$ cat src/rtl/div_unit_pkg.sv
// Shared definitions for the iterative divider: state encoding, iteration
// count and divide opcode values.
package div_unit_pkg;

  // One restoring step per quotient bit.
  localparam int unsigned IterCount = 32;
  localparam int unsigned CntWidth  = 6;

  typedef enum logic [1:0] {
    DivIdle,
    DivBusy,
    DivDone
  } div_state_e;

  // Value of signed_op selecting each instruction.
  localparam logic OpDivu = 1'b0;
  localparam logic OpDiv  = 1'b1;

  // Two's-complement negate when en is set, pass-through otherwise.
  function automatic logic [31:0] cond_neg(input logic en, input logic [31:0] v);
    return en ? (~v + 32'd1) : v;
  endfunction

endpackage

$ cat src/rtl/div_step.sv
// One restoring shift-subtract iteration on unsigned magnitudes.
// quo_i carries the not-yet-consumed dividend bits in its upper part and the
// quotient bits produced so far in its lower part.
module div_step (
  input  logic [31:0] rem_i,
  input  logic [31:0] quo_i,
  input  logic [31:0] divisor_i,
  output logic [31:0] rem_o,
  output logic [31:0] quo_o
);

  logic [32:0] shifted;

  // Shift the next dividend bit into the partial remainder, subtract if it fits.
  always_comb begin
    shifted = {rem_i, quo_i[31]};
    if (shifted >= {1'b0, divisor_i}) begin
      // Result is below divisor_i, so 32-bit wrap-around arithmetic is exact.
      rem_o = shifted[31:0] - divisor_i;
      quo_o = {quo_i[30:0], 1'b1};
    end else begin
      rem_o = shifted[31:0];
      quo_o = {quo_i[30:0], 1'b0};
    end
  end

endmodule

$ cat src/rtl/div_unit.sv
// Multi-cycle DIV/DIVU unit: 32 restoring iterations on operand magnitudes,
// sign fix-up on the way out, one-cycle ready pulse that acts as the HI/LO
// write enable.
// Optional feature: define DIV_ZERO_FAST_EN to skip the iterations when the
// divisor is zero (IDLE goes straight to DONE).
module div_unit
  import div_unit_pkg::*;
(
  input  logic        clk,
  input  logic        rst,
  input  logic        start,
  input  logic        signed_op,
  input  logic [31:0] op_a,
  input  logic [31:0] op_b,
  input  logic        annul,
  output logic        stall_req,
  output logic        ready,
  output logic [31:0] hi,
  output logic [31:0] lo
);

  localparam logic [CntWidth-1:0] LastIter = CntWidth'(IterCount - 1);

  div_state_e state_q, state_d;

  logic [CntWidth-1:0] cnt_q, cnt_d;
  logic [31:0] rem_q, rem_d;
  logic [31:0] quo_q, quo_d;
  logic [31:0] dvs_q, dvs_d;
  logic [31:0] a_q, a_d;
  logic        neg_q_q, neg_q_d;
  logic        neg_r_q, neg_r_d;
  logic        zero_q, zero_d;
  logic [31:0] hi_q, hi_d;
  logic [31:0] lo_q, lo_d;

  logic        capture;
  logic        last_step;
  logic        b_zero;
  logic        fast_zero;
  logic        is_signed;
  logic [31:0] step_rem;
  logic [31:0] step_quo;

  assign is_signed = (signed_op == OpDiv);
  assign b_zero    = (op_b == 32'd0);
  assign capture   = (state_q == DivIdle) && start && !annul;
  assign last_step = (state_q == DivBusy) && (cnt_q == LastIter);

`ifdef DIV_ZERO_FAST_EN
  assign fast_zero = b_zero;
`else
  assign fast_zero = 1'b0;
`endif

  div_step u_div_step (
    .rem_i     (rem_q),
    .quo_i     (quo_q),
    .divisor_i (dvs_q),
    .rem_o     (step_rem),
    .quo_o     (step_quo)
  );

  // State register.
  always_ff @(posedge clk) begin
    if (!rst) begin
      state_q <= DivIdle;
    end else begin
      state_q <= state_d;
    end
  end

  // Next-state logic; annul overrides everything.
  always_comb begin
    state_d = state_q;
    unique case (state_q)
      DivIdle: begin
        if (start) begin
          state_d = fast_zero ? DivDone : DivBusy;
        end
      end
      DivBusy: begin
        if (last_step) begin
          state_d = DivDone;
        end
      end
      DivDone: state_d = DivIdle;
      default: state_d = DivIdle;
    endcase
    if (annul) begin
      state_d = DivIdle;
    end
  end

  // FSM outputs; both forced low while reset is asserted.
  always_comb begin
    stall_req = rst && (((state_q == DivIdle) && start) || (state_q == DivBusy));
    ready     = rst && (state_q == DivDone);
  end

  // Operand capture with sign stripping, then one iteration per BUSY cycle.
  always_comb begin
    cnt_d   = cnt_q;
    rem_d   = rem_q;
    quo_d   = quo_q;
    dvs_d   = dvs_q;
    a_d     = a_q;
    neg_q_d = neg_q_q;
    neg_r_d = neg_r_q;
    zero_d  = zero_q;
    if (capture) begin
      cnt_d   = '0;
      rem_d   = '0;
      quo_d   = cond_neg(is_signed && op_a[31], op_a);
      dvs_d   = cond_neg(is_signed && op_b[31], op_b);
      a_d     = op_a;
      neg_q_d = is_signed && (op_a[31] ^ op_b[31]);
      neg_r_d = is_signed && op_a[31];
      zero_d  = b_zero;
    end else if (state_q == DivBusy) begin
      cnt_d = cnt_q + {{(CntWidth-1){1'b0}}, 1'b1};
      rem_d = step_rem;
      quo_d = step_quo;
    end
  end

  // Result values, loaded only on the edge that enters DONE.
  always_comb begin
    hi_d = hi_q;
    lo_d = lo_q;
    if (capture && fast_zero) begin
      lo_d = '1;
      hi_d = op_a;
    end else if (last_step && !annul) begin
      if (zero_q) begin
        lo_d = '1;
        hi_d = a_q;
      end else begin
        // Most-negative / -1 naturally yields 0x80000000 after negation.
        lo_d = cond_neg(neg_q_q, step_quo);
        hi_d = cond_neg(neg_r_q, step_rem);
      end
    end
  end

  // Datapath and result registers.
  always_ff @(posedge clk) begin
    if (!rst) begin
      cnt_q   <= '0;
      rem_q   <= '0;
      quo_q   <= '0;
      dvs_q   <= '0;
      a_q     <= '0;
      neg_q_q <= 1'b0;
      neg_r_q <= 1'b0;
      zero_q  <= 1'b0;
      hi_q    <= '0;
      lo_q    <= '0;
    end else begin
      cnt_q   <= cnt_d;
      rem_q   <= rem_d;
      quo_q   <= quo_d;
      dvs_q   <= dvs_d;
      a_q     <= a_d;
      neg_q_q <= neg_q_d;
      neg_r_q <= neg_r_d;
      zero_q  <= zero_d;
      hi_q    <= hi_d;
      lo_q    <= lo_d;
    end
  end

  assign hi = hi_q;
  assign lo = lo_q;

endmodule

$ cat config.mk
export PLATFORM = sky130hd
export DESIGN_NAME = div_unit
export DESIGN_NICKNAME = d
export VERILOG_FILES = /design/src/rtl/div_unit_pkg.sv /design/src/rtl/div_step.sv /design/src/rtl/div_unit.sv
export SDC_FILE = /design/constraint.sdc
export NUM_CORES = 1
export LEC_CHECK = 0
export BUFFER_PORTS_ARGS = -buffer_cell sky130_fd_sc_hd__buf_2
export CAP_MARGIN = 0
export CELL_PAD_IN_SITES_DETAIL_PLACEMENT = 0
export CELL_PAD_IN_SITES_GLOBAL_PLACEMENT = 1
export CORE_MARGIN = 5
export CORE_UTILIZATION = 24
export DETAILED_ROUTE_END_ITERATION = 7
export HOLD_SLACK_MARGIN = 0.12
export MAX_ROUTING_LAYER = met4
export PLACE_DENSITY = 0.52
export SLEW_MARGIN = 30
export SYNTH_ARGS = -nofsm -noshare
export SYNTH_HDL_FRONTEND = slang
export SYNTH_HIERARCHICAL = 1
export SYNTH_SLANG_ARGS = --single-unit
$ cat constraint.sdc
create_clock -name clk -period 6.77 [get_ports clk]
set_clock_uncertainty 0.05 [all_clocks]
set_input_delay 0.3385 -clock clk [delete_from_list [all_inputs] [get_ports clk]]
set_output_delay 0.3385 -clock clk [all_outputs]
set_load 0.01 [all_outputs]
; ---- Word level (Yosys, flattened, before mapping)
; Index checks and enable logic that the tools add are counted.
[totals]
regBits = 203
input_bits = 69
output_inout_bits = 66
[classes]
addsub = 6
order_cmp = 1
n_eq_ne = 5
n_mux = 13
bitwise_logic = 6
n_reduce_logical = 17
[ops]
columns = cell, count
row1 = 32-bit two-way mux, 9
row2 = "32-bit by 1-bit adder with 32-bit output, second input constant", 4
row3 = 32-bit inverter, 4
row4 = 33-bit by 32-bit greater-or-equal comparator with 1-bit output, 1
row5 = 32-bit zero test, 1
row6 = 32-bit subtractor, 1
row7 = 1-bit logical AND, 9
row8 = "6-bit by 1-bit adder with 6-bit output, second input constant", 1
row9 = "6-bit by 5-bit equality test with 1-bit output, second input constant", 1
row10 = 2-bit two-way mux, 2
row11 = "2-bit inequality test, second input constant", 2
row12 = 2-bit case mux with 2 select lines, 1
row13 = 2-bit OR reduction, 2
row14 = "2-bit by 1-bit equality test with 1-bit output, second input constant", 1
row15 = "2-bit equality test, second input constant", 1
row16 = 2-bit zero test, 1
row17 = 2-bit AND reduction, 1
row18 = 2-bit nonzero test, 1
row19 = 1-bit zero test, 1
row20 = 1-bit logical OR, 1
row21 = 1-bit two-way mux, 1
row22 = 1-bit inverter, 1
row23 = 1-bit XOR, 1

; ---- Logic depth before layout (Yosys ltp)
; Gate-level depths: netlist (run 1).
[logic_depth]
ltp_word = 6
mapped_depth = 19
ltp_nobuf = 18

; ---- Modules after synthesis
; The synthesis (run 1) kept the hierarchy.
[modules_own_cells]
columns = module, instances, cells_per_inst, area_per_inst_um2, seq_area_each_um2
row1 = div_unit, 1, 1338, 10543.9, 4063.9
row2 = div_step, 1, 341, 2451.1, 0.0

; ---- Least setup slack after synthesis (run 1)
; Ideal clock, no wire load.
[synth_timing]
path_type = register -> register
startpoint = register dvs_q[11]
endpoint = register hi_q[28], in the netlist hi[28]
setup_ns = 0.131
arrival_time_ns = 4.352
setup_slack_ns = 2.237
path_stages_with_launch = 18
path_cell_list = dfxtp_1 inv_1 ha_1 nand4_1 nor3_1 a2111o_2 nor2_2 o31ai_4 a21oi_2 o31ai_4 buf_6 mux2_2 or4_4 or4_1 clkbuf_2 o41ai_1 xor2_1 o22ai_1
[synth_between]
elab_chain_cells = 6
word_cells_on_any_way = 7
cone_classes = add/sub: 2 / order compare: 1 / mux: 3 / bitwise: 1
[synth_rtl]
columns = item, line
row1 = "start, declared", div_unit.sv:29  ; logic [31:0] dvs_q, dvs_d;
row2 = "start signal, assigned", div_unit.sv:163  ; dvs_q <= dvs_d;
row3 = 32-bit subtractor or 33-bit by 32-bit greater-or-equal comparator with 1-bit output (tied branches), "div_step.sv:19, div_step.sv:17"
row4 = 32-bit two-way mux (*), div_step.sv:17  ; if (shifted >= {1'b0, divisor_i}) begin
row5 = via step_rem[19], div_unit.sv:42  ; logic [31:0] step_rem;
row6 = 32-bit inverter (*), div_unit_pkg.sv:21  ; return en ? (~v + 32'd1) : v;
row7 = 32-bit by 1-bit adder with 32-bit output (*), div_unit_pkg.sv:21
row8 = 32-bit two-way mux (*), div_unit_pkg.sv:21
row9 = 32-bit two-way mux (*), div_unit.sv:135  ; if (zero_q) begin
row10 = "end signal, assigned", div_unit.sv:168  ; hi_q <= hi_d;
row11 = "end, declared", div_unit.sv:34  ; logic [31:0] hi_q, hi_d;
; Mark *: on every way through the listed nets, which the timed path passes. The rest lies on a longest branch.
; A chain may end at the register's enable or synchronous reset.

; ---- Worst setup path after layout (run 1)
[layout_timing]
startpoint = register dvs_q[11]
endpoint = register hi_q[19], in the netlist hi[19]
[layout_between]
elab_chain_cells = 6
word_cells_on_any_way = 7
cone_classes = add/sub: 2 / order compare: 1 / mux: 3 / bitwise: 1
[layout_rtl]
columns = item, line
row1 = 33-bit by 32-bit greater-or-equal comparator with 1-bit output, div_step.sv:17
row2 = 32-bit two-way mux, div_step.sv:17
row3 = via step_rem[3], div_unit.sv:42
row4 = 32-bit inverter, div_unit_pkg.sv:21
row5 = 32-bit by 1-bit adder with 32-bit output, div_unit_pkg.sv:21
row6 = 32-bit two-way mux, div_unit_pkg.sv:21
row7 = 32-bit two-way mux, div_unit.sv:135
; The timed path passes the listed nets, and every way through them passes these cells.

==> summary.md, run 1 <==
| Metric | Value |
|---|---|
| Wire length per cell | `19.4 um` |
| Placement Rows | `85` |
| Design Power | `4.49 mW` |
| Worst hold start | `start` |
| Top-count cell post-synth | `nand2_1` |
| Critical Path Start Type | `flip-flop` |
| CP Class | `flip-flop to flip-flop` |
| WL met1 | `between 20,000 and 25,000 um` |
| Adder-Cell Fraction of Synth Area | `0.0372` |
| DRT antenna net count | `0` |
| Final Hold Viols | `0` |
| Maximum VDD drop | `around 0.18 mV` |
| # IOs | `between 100 and 150` |
| Critical Path Sink Type | `flip-flop` |
| Number of nets in the layout | `around 1,900` |
| Yosys cell types | `between 80 and 90` |
| Initial drt markers | `around 800` |
| Sequential Area | `slightly above 4000 um^2` |
| Top cell type by total area after synthesis | `dfxtp_1` |
| Synth Area per Inst | `7.74 um^2` |
| Hold slack | `0.160 ns` |
| Period utilization | `0.819` |
| Final WL | `48,400 um` |
| FF+latch count, synth | `203` |
| TritonCTS Buffers | `27` |
| Vias per cell | `around 5` |
| Clk buf depth | `3` |
| Post-DP HPWL | `approximately 35,000 um` |
| Vias | `around 13,000` |
| Hold Path End | `state_q[0]` |
| Met2 wire length | `around 21,000 um` |
| Worst EP required | `approximately 7.2 ns` |
| Synth Flop Type | `dfxtp_1` |
| Footprint of the multi-input gates | `~8000 um^2` |
| RSZ-0062 raised after global routing | `false` |
| Mapped Cells | `1,679` |
| Die height | `about 240 um` |
| Share of cells above drive strength 1 | `0.152` |
| CTS root buf | `clkbuf_16` |
| Achievable frequency | `approximately 0.18 GHz` |
| Final setup fails | `0` |
| Area Growth Syn to Fin | `19.7%` |
| Max Cap Viol | `0` |
| Global placement routability congestion | `0.876` |
| Largest family of logic cells by synthesized area | `compound AO/OA/AOI/OAI gates` |
| Core box area | `53,700 um^2` |
| Post-synth top area share | `0.313` |
| Hold Path Cell Cnt | `3` |
| Port-buffer cells | `134` |
| DR WL met3 | `1670 um` |
| Top cells by count, synth | `nand2_1, dfxtp_1, a21oi_1, o21ai_0, nor2_1` |
| HP Class | `input pin to flip-flop` |
| All-Layer GR Usage | `0.162` |
| EDFF count, synth | `0` |
| CTS Sinks | `about 200` |
| Ant. Diodes | `0` |
| Post-CTS Setup Bufs | `0` |
| Synth area leaders | `dfxtp_1, nand2_1, a21oi_1` |
| Fill cells | `5,758` |
| RR Endpoint | `hi[19]` |
| Synth Area in XOR/XNOR | `0.0863` |
| Status | `completed` |
| Synth Net Count | `approximately 1,800` |
| Max-slew violations | `0` |
| GRT overflow | `0` |
| Fin Setup TNS | `0 ns` |
| Relative slew slack | `0.361` |
| TritonRoute pass-1 iters | `5` |
| Mapped cell area | `about 13,000 um^2` |
| Period minus WS final | `5.55 ns` |
| DR top layer | `met4` |
| Simple-gate area share of the yosys netlist | `0.207` |
| Number of global-route vias before repair | `around 12,000` |
| Clock transition at the registers of the reported paths | `0.06 ns` |
| Synth Area in Compound Gates | `0.231` |
| RR Startpoint | `dvs_q[11]` |
| Post-synthesis sequential area ratio | `0.313` |
| CTS H-Tree Depth | `1` |
| Clk_lat worst skew | `0.56 ns` |
| Placed cells | `2,389` |
| Mux cell area share after synthesis | `0.0524` |
| Antenna violations before repair | `2` |
| Yosys warns | `6` |
| Arr. time, crit path | `between 5 and 6 ns` |
| Die ar. | `roughly 59,000 um^2` |
| Largest net degree at the start of global routing | `between 60 and 70` |
| Chip Width | `about 240 um` |
| R2R depth | `16` |
| Share of flip-flops with an asynchronous set or reset | `0` |
| First-pass GRT wire length | `between 70,000 and 80,000 um` |
| CTS tree | `done` |
| Power per cell area | `approximately 290 nW/um^2` |
| R2R setup slack | `1.22 ns` |
| CP max FO | `11` |
| LEAKAGE | `between 5 and 6 nW` |
| Initial Util | `0.242` |
| Post-route insts no fill | `around 2,500` |
| Pin slew with the least headroom to its limit | `around 0.96 ns` |
| Post-route DRC violation count | `0` |
-- routing by layer --
| layer | track usage | vias to the layer above |
|---|---|---|
| met5 | - | - |
| met3 | 0.0165 | 59 |
| met2 | 0.246 | 266 |
| met1 | 0.233 | 6075 |
| met4 | 0.0369 | 0 |
| li1 | - | 6185 |
-- repair_timing --
item	in CTS	in global routing
gates resized for setup	0	0
endpoints found under the setup margin	0	0
endpoints found under the hold margin	65	0
hold buffers	53	0
-- power breakdown --
part	switching, mW	internal (mW)	total [mW]
registers	0.0470	1.24	1.29
clock network	0.592	0.991	1.58
logic	1.00	0.618	1.62
total	1.64	2.85	4.49
-- layout make-up --
| cell class | count | area share |
|---|---|---|
| Inverter | 65 | 0.0157 |
| Timing Repair Buffer | 209 | 0.0881 |
| Clock inverter | 11 | 0.0106 |
| Tap cell | 696 | 0.0560 |
| Multi-Input combinational cell | 1270 | 0.516 |
| Sequential cell | 203 | 0.261 |
| Clock buffer | 39 | 0.0528 |
-- cell usage in the layout, fill, tap and decap left out, drive strengths merged, types with 26 or more instances in the layout --
master and count:
nand2 240, dfxtp 203, a21oi 179, buf 156, o21ai 98, nor2 91, xnor2 72, inv 65
xor2 56, dlygate4sd3 53, nor3 46, clkbuf 39, ha 37, o31ai 36, nand3 34, mux2i 32
mux2 32, and3 29, o22ai 26
-- metrics by stage --
stage | setup WS (ns) | utilization | area, um^2
floorplan | 2.24 | - | 13000
global placement | 1.28 | 0.261 | 14000
detailed placement | 1.16 | 0.261 | 14000
CTS | 1.10 | 0.289 | 15500
global route | 0.828 | 0.290 | 15600
finish | 1.22 | 0.290 | 15600
-- critical path, cell delays in order, from the launching register on --
cell,delay (ns)
dfxtp_1,0.34
inv_1,0.05
ha_1,0.38
nand4_1,0.22
nor3_1,0.21
a2111o_2,0.25
nor2_2,0.07
o31ai_4,0.37
a21oi_2,0.14
o31ai_4,0.61
buf_6,0.23
mux2_2,0.40
or4_1,0.73
or3_1,0.60
o21ai_0,0.23
mux2_2,0.36
o31ai_1,0.21
-- state kept, by name (all words and copies together) (netlist names) --
name     cells
zero_q       1
a_q         32
lo          32
rem_q       32
cnt_q        6
quo_q       32
neg_q_q      1
state_q      2
hi          32
neg_r_q      1
dvs_q       32
-- cell families (layout without fill, tap and decap cells) --
logic type | Yosys count | count (layout)
adder cells (fa/ha/maj) | 38 | 38
AO/OA/AOI/OAI | 478 | 478
XOR/XNOR | 128 | 128
multiplexers | 64 | 64
flip-flops | 203 | 203
buffers and inverters | 206 | 324
AND/OR/NAND/NOR | 562 | 562
-- worst max-delay path by stage --
stage / slack [ns] / start / cells past startpoint / to
after floorplan: 2.24 / dvs_q[11] / 17 / hi[28]
after global placement: 1.28 / dvs_q[3] / 17 / hi[28]
after detailed placement: 1.16 / dvs_q[11] / 16 / hi[28]
after CTS: 1.10 / dvs_q[3] / 17 / hi[28]
after global routing: 0.83 / dvs_q[11] / 16 / hi[19]
final: 1.22 / dvs_q[11] / 16 / hi[19]
(Power assumes the default switching activity.)
==> run 2: changes to the inputs <==
--- a/config.mk
+++ b/config.mk
@@ -14,7 +14,7 @@
 export DETAILED_ROUTE_END_ITERATION = 7
 export HOLD_SLACK_MARGIN = 0.12
 export MAX_ROUTING_LAYER = met4
-export PLACE_DENSITY = 0.52
+export PLACE_DENSITY = 0.54
 export SLEW_MARGIN = 30
 export SYNTH_ARGS = -nofsm -noshare
 export SYNTH_HDL_FRONTEND = slang
==> constraint.sdc (replaced) <==
create_clock -name clk -period 5.1 [get_ports clk]
set_clock_uncertainty 0.05 [all_clocks]
set_input_delay 0.255 -clock clk [delete_from_list [all_inputs] [get_ports clk]]
set_output_delay 0.255 -clock clk [all_outputs]
set_load 0.01 [all_outputs]
==> run 2 against run 1 <==
Maximum frequency grew 15%. Count of clock-buffer cells in the layout grew 3. Sequential power grew 33%. Hold slack lost 0.025 ns. Critical path type unchanged. Combinational power grew 52%. Core utilization grew 0.80 points.
==> summary.md, run 2 (synthesized netlist as in run 1, its figures left out) <==
| Metric | Value |
|---|---|
| Status | `completed` |
| Cells along the critical path | `inv_1 -> ha_1 -> nor2b_1 -> o21bai_1 -> nand3_1 -> a2111o_2 -> nor2_2 -> o31ai_4 -> a21oi_2 -> o31ai_4 -> buf_12 -> buf_4 -> inv_1 -> ha_1 -> or4b_4 -> or4_4 -> o41ai_2 -> xor2_1 -> a21oi_1` |
| Hold slack | `0.136 ns (-0.0246 ns)` |
| Footprint of the multi-input gates | `8030 um^2 (about the same)` |
| Ant. Diodes | `0 (unchanged)` |
| Final WL | `48,600 um (+0.32%)` |
| Vias | `12,800 (+1.4%)` |
| LEAKAGE | `6.21 nW (+4.6%)` |
| Core box area | `53,700 um^2 (unchanged)` |
| Placement Cell Area | `14,400 um^2 (+2.4%)` |
| Achievable frequency | `0.207 GHz (+15%)` |
| Maximum VDD drop | `0.209 mV (+15%)` |
| Final Hold Viols | `0 (unchanged)` |
| Critical Path Start Type | `flip-flop` |
| Critical Path Sink Type | `flip-flop` |
| Period utilization | `0.947 (+0.128)` |
| CTS Sinks | `203 (unchanged)` |
| Most common cell after layout, fill and taps aside | `nand2_1` |
| Clk buf depth | `3 (unchanged)` |
| Buf/Inv on CP | `4 (+2)` |
| Die height | `243 um (unchanged)` |
| Global placement routability congestion | `0.882 (+0.65%)` |
| Port-buffer cells | `134 (unchanged)` |
| CTS H-Tree Depth | `1 (unchanged)` |
| Placement Rows | `85 (unchanged)` |
| Clock transition at the registers of the reported paths | `0.06 ns (about the same)` |
| GRT overflow | `0 (unchanged)` |
| # IOs | `135 (unchanged)` |
| Chip Width | `243 um (unchanged)` |
| Power per cell area | `383 nW/um^2 (+33%)` |
| Design Power | `6.12 mW (+36%)` |
| Initial Util | `0.242 (unchanged)` |
| HP Class | `input pin to flip-flop` |
| Max Cap Viol | `0 (unchanged)` |
| Placed cells | `2,436 (+2.0%)` |
| Largest net degree at the start of global routing | `61 (unchanged)` |
| Pin slew with the least headroom to its limit | `0.916 ns (-0.0401 ns)` |
| Share of cells above drive strength 1 | `0.172 (+0.0199)` |
| Post-DP HPWL | `35,900 um (+1.4%)` |
| Commonest cells after routing, fill and taps aside | `nand2_1, dfxtp_1, a21oi_1` |
| RSZ-0062 raised after global routing | `false` |
| Worst EP required | `5.48 ns (-1.70 ns)` |
| Crit path max-delay cell type | `or4_4` |
| Final setup fails | `0 (unchanged)` |
| CTS root buf | `clkbuf_16` |
| Die ar. | `58,900 um^2 (unchanged)` |
| CTS tree | `done` |
| Fill cells | `5,804 (+0.80%)` |
| Initial drt markers | `723 (-10%)` |
| Number of nets in the layout | `1,944 (+3.2%)` |
| Number of global-route vias before repair | `12,600 (+3.8%)` |
| Area Growth Syn to Fin | `23.0%` |
| Wire length per cell | `19.0 um (-2.0%)` |
| Post-route DRC violation count | `0 (unchanged)` |
| Period minus WS final | `4.83 ns (-0.714 ns)` |
| Antenna violations before repair | `1 (-1)` |
| Sequential Area | `4070 um^2 (unchanged)` |
| Max-slew violations | `0 (unchanged)` |
| CP max FO | `10 (-1)` |
| Relative slew slack | `0.388 (+0.0268)` |
| Max incr delay on CP | `0.65 ns (-0.08 ns)` |
| CP Class | `flip-flop to flip-flop` |
| TritonRoute pass-1 iters | `5 (unchanged)` |
| TritonCTS Buffers | `27 (unchanged)` |
| Crit-path leading delay family | `simple AND/OR/NAND/NOR gates` |
| Vias per cell | `5.00 (-0.95%)` |
| All-Layer GR Usage | `0.163 (+0.00110)` |
| Arr. time, crit path | `5.22 ns (-0.74 ns)` |
| Final instance area | `16,000 um^2 (+2.8%)` |
| First-pass GRT wire length | `75,800 um (+1.2%)` |
| DRT antenna net count | `0 (unchanged)` |
| Clk_lat worst skew | `0.56 ns (about the same)` |
| Post-route insts no fill | `2,553 (+2.4%)` |
-- run 2: changes by cell type in the layout (fill, tap and decap cells not counted), sizes merged --
cell	previous run	this run
buf	156	204
inv	65	66
clkinv	6	5
clkinvlp	1	0
clkbuf	39	42
dlygate4sd3	53	66
bufinv	4	1
-- run 2: worst paths after layout --
check / startpoint / end / slack (ns) / cells after the start
setup / recovery: dvs_q[1] / lo[22] / 0.27 / 19
hold reg to reg: a_q[31] / a_q[31] / 0.40 / 2
hold / removal: op_b[8] / dvs_q[8] / 0.14 / 3
setup reg to reg: dvs_q[1] / lo[22] / 0.27 / 19
-- run 2: cell type report --
cell class              count  share of cell area
well taps                 696              0.0545
clock inverters             7             0.00423
clock buffers              42              0.0527
multi-input cells        1270               0.502
repair buffers            270               0.117
inverters                  65              0.0153
flip-flops and latches    203               0.254
-- run 2: tightest hold or removal path, cell delays in order --
cell      delay, ns
buf_2          0.10
xnor2_1        0.22
a211oi_1       0.10
-- run 2: report_power, final --
part	internal (mW)	switching, mW	total, mW
sequential	1.65	0.0601	1.71
combinational	1.04	1.43	2.47
clock	1.18	0.768	1.95
total	3.87	2.26	6.12
-- run 2: metal layers --
metal	track usage	vias to the layer above	part of all wire
met5	-	-	0
met4	0.0334	0	0.018
met3	0.0160	51	0.036
met2	0.257	262	0.45
met1	0.229	6143	0.50
li1	-	6309	-
-- run 2: what timing repair did --
action / 4_1_cts / 5_1_grt
buffers inserted: 2 / 0
setup endpoints to repair: 5 / 6
hold buffers: 66 / 0
pin swaps: 1 / 0
gates resized for setup: 0 / 4
hold endpoints to repair: 91 / 0
-- run 2: metrics by stage --
stage	setup slack (ns)	setup TNS (ns)	util
6_report	0.268	0	0.298
5_1_grt	0.00432	0	0.298
4_1_cts	0.0936	0	0.297
3_5_place_dp	-0.0449	-0.0685	0.267
3_3_place_gp	0.0820	0	0.267
2_1_floorplan	0.567	0	-
==> run 3: changes to the inputs <==
--- a/config.mk
+++ b/config.mk
@@ -14,7 +14,8 @@
 export DETAILED_ROUTE_END_ITERATION = 7
 export HOLD_SLACK_MARGIN = 0.12
 export MAX_ROUTING_LAYER = met4
-export PLACE_DENSITY = 0.54
+export PLACE_DENSITY = 0.52
+export SKIP_CTS_REPAIR_TIMING = 1
 export SLEW_MARGIN = 30
 export SYNTH_ARGS = -nofsm -noshare
 export SYNTH_HDL_FRONTEND = slang
==> constraint.sdc (replaced) <==
create_clock -name clk -period 5.71 [get_ports clk]
set_clock_uncertainty 0.05 [all_clocks]
set_input_delay 0.2855 -clock clk [delete_from_list [all_inputs] [get_ports clk]]
set_output_delay 0.2855 -clock clk [all_outputs]
set_load 0.01 [all_outputs]
==> run 3 against run 2 <==
Sequential power shrank 11%. Design area fell by 3.1%. First-iteration DRC count grew 2.1%. Maximum frequency down 3.2%. Global-route usage is 0.14 points lower. Sequential cell count unchanged.
==> summary.md, run 3 (synthesized netlist as in run 1, its figures left out) <==
| Metric | Value |
|---|---|
| CTS Sinks | `203 (unchanged)` |
| LEAKAGE | `5.90 nW (-4.9%)` |
| Maximum VDD drop | `0.181 mV (-14%)` |
| Critical Path Sink Type | `flip-flop` |
| Max-slew violations | `0 (unchanged)` |
| Crit path max-delay cell type | `or4_4` |
| Post-route DRC violation count | `0 (unchanged)` |
| Cell Int Power | `3.28 mW (-15%)` |
| Final setup fails | `0 (unchanged)` |
| Commonest cells after routing, fill and taps aside | `nand2_1, dfxtp_1, a21oi_1` |
| Initial drt markers | `738 (+2.1%)` |
| TritonCTS Buffers | `26 (-3.7%)` |
| Initial Util | `0.242 (unchanged)` |
| Chip Width | `243 um (unchanged)` |
| Clock transition at the registers of the reported paths | `0.06 ns (about the same)` |
| Largest net degree at the start of global routing | `60 (-1.6%)` |
| All-Layer GR Usage | `0.161 (-0.00145)` |
| RSZ-0062 raised after global routing | `false` |
| Pin slew with the least headroom to its limit | `1.01 ns (+0.0909 ns)` |
| Net Sw Frac | `0.367 (-0.00105)` |
| Worst EP required | `6.06 ns (+0.58 ns)` |
| Clk_lat worst skew | `0.56 ns (about the same)` |
| Vias per cell | `5.04 (+0.80%)` |
| CTS H-Tree Depth | `1 (unchanged)` |
| Fill cells | `5,873 (+1.2%)` |
| Area Growth Syn to Fin | `19.2%` |
| Period utilization | `0.874 (-0.0737)` |
| First-pass GRT wire length | `74,500 um (-1.7%)` |
| Fin Setup TNS | `0 ns (unchanged)` |
| Number of nets in the layout | `1,886 (-3.0%)` |
| DRT antenna net count | `0 (unchanged)` |
| Wire length per cell | `19.4 um (+2.1%)` |
| Clock power frac | `0.329 (+0.011)` |
| Core box area | `53,700 um^2 (unchanged)` |
| Seq pwr share | `0.295 (+0.016)` |
| TritonRoute pass-1 iters | `7 (+2)` |
| GRT overflow | `0 (unchanged)` |
| Vias | `12,600 (-1.6%)` |
| Period minus WS final | `4.99 ns (+0.157 ns)` |
| Post-DP HPWL | `36,000 um (+0.31%)` |
| Placement Rows | `85 (unchanged)` |
| Antenna violations before repair | `0 (-1)` |
| Design Power | `5.19 mW (-15%)` |
| Most common cell after layout, fill and taps aside | `nand2_1` |
| Achievable frequency | `0.200 GHz (-3.2%)` |
| Clk buf depth | `3 (unchanged)` |
| HP Class | `input pin to flip-flop` |
| Psw | `1.90 mW (-16%)` |
| Max Cap Viol | `0 (unchanged)` |
| Number of global-route vias before repair | `11,900 (-5.5%)` |
| Power per cell area | `335 nW/um^2 (-13%)` |
| Die ar. | `58,900 um^2 (unchanged)` |
| Arr. time, crit path | `5.34 ns (+0.12 ns)` |
| Max incr delay on CP | `0.64 ns (about the same)` |
| Global placement routability congestion | `0.844 (-4.3%)` |
| # IOs | `135 (unchanged)` |
| CTS tree | `done` |
| Logic pwr share | `0.377 (-0.026)` |
| CTS root buf | `clkbuf_16` |
| Relative slew slack | `0.329 (-0.0593)` |
| Final WL | `48,400 um (-0.33%)` |
| Port-buffer cells | `134 (unchanged)` |
| Cells along the critical path | `inv_1 -> ha_1 -> nor2b_1 -> o21bai_1 -> nand3_1 -> a2111o_2 -> nor2_2 -> o31ai_4 -> a21oi_2 -> o31ai_4 -> buf_12 -> buf_4 -> inv_1 -> ha_1 -> or4b_4 -> or4_4 -> o41ai_4 -> xor2_1 -> a21oi_1` |
| CP Class | `flip-flop to flip-flop` |
| Critical Path Start Type | `flip-flop` |
| Share of cells above drive strength 1 | `0.150 (-0.0215)` |
| CP max FO | `15 (+5)` |
| Status | `completed` |
| Die height | `243 um (unchanged)` |
| Final Hold Viols | `0 (unchanged)` |
| Ant. Diodes | `0 (unchanged)` |
[run 3: cell count changes in the layout (fill, tap and decap cells not counted), moves of 2 or more]
cell           previous run  this run
dlygate4sd3_1            66        53
o41ai_1                  17        19
inv_6                     2         0
clkbuf_8                 11         9
o41ai_2                   4         2
buf_4                    69        25
[run 3: metal layers]
layer | track usage | vias to the layer above | routed length [um]
met2 | 0.252 | 238 | 22000
met5 | - | - | 0
met3 | 0.0136 | 45 | 1470
li1 | - | 6189 | -
met4 | 0.0312 | 0 | 734
met1 | 0.231 | 6093 | 24300
[run 3: worst max-delay path, delay by kind of cell (launching register included)]
family | cells | cell delay [ns]
simple gates | 5 | 1.61
compound gates | 7 | 1.59
buf+inv | 4 | 0.52
fa+ha+maj | 2 | 0.45
flops | 1 | 0.38
xor+xnor | 1 | 0.21
[run 3: final timing paths]
kind                to  slack (ns)     start  cells after the start
max reg2reg     lo[28]        0.72  dvs_q[1]                     19
min reg2reg     a_q[7]        0.40    a_q[7]                      2
max             lo[28]        0.72  dvs_q[1]                     19
min          dvs_q[15]        0.04  op_b[15]                      3
[run 3: per-stage QoR]
step / instances / setup slack, ns / hold WS, ns / utilization / cell area [um^2]
4_1_cts: 2438 / 0.359 / -0.121 / 0.278 / 14900
3_5_place_dp: 2392 / 0.390 / 0.393 / 0.261 / 14000
5_1_grt: 2493 / 0.364 / 0.124 / 0.288 / 15500
3_3_place_gp: 2392 / 0.495 / 0.390 / 0.261 / 14000
2_1_floorplan: 1679 / 1.18 / 0.312 / - / 13000
6_report: 2493 / 0.721 / 0.0350 / 0.288 / 15500
[run 3: cell type report]
| type | count | area, um^2 | share of cell area |
|---|---|---|---|
| clock buffers | 40 | 793 | 0.0512 |
| clock inverters | 6 | 91.3 | 0.00590 |
| inverters | 65 | 244 | 0.0157 |
| multi-input cells | 1270 | 8020 | 0.518 |
| flip-flops and latches | 203 | 4070 | 0.262 |
| well taps | 696 | 871 | 0.0562 |
| repair buffers | 213 | 1410 | 0.0909 |
[run 3: power groups by stage]
stage          registers [mW]  logic, mW  clock network (mW)
6_report                 1.53       1.95                1.71
4_1_cts                  1.53       1.90                1.76
2_1_floorplan            1.52       1.43                   0
3_5_place_dp             1.56       1.89                   0
3_3_place_gp             1.56       1.90                   0
5_1_grt                  1.54       2.13                1.81
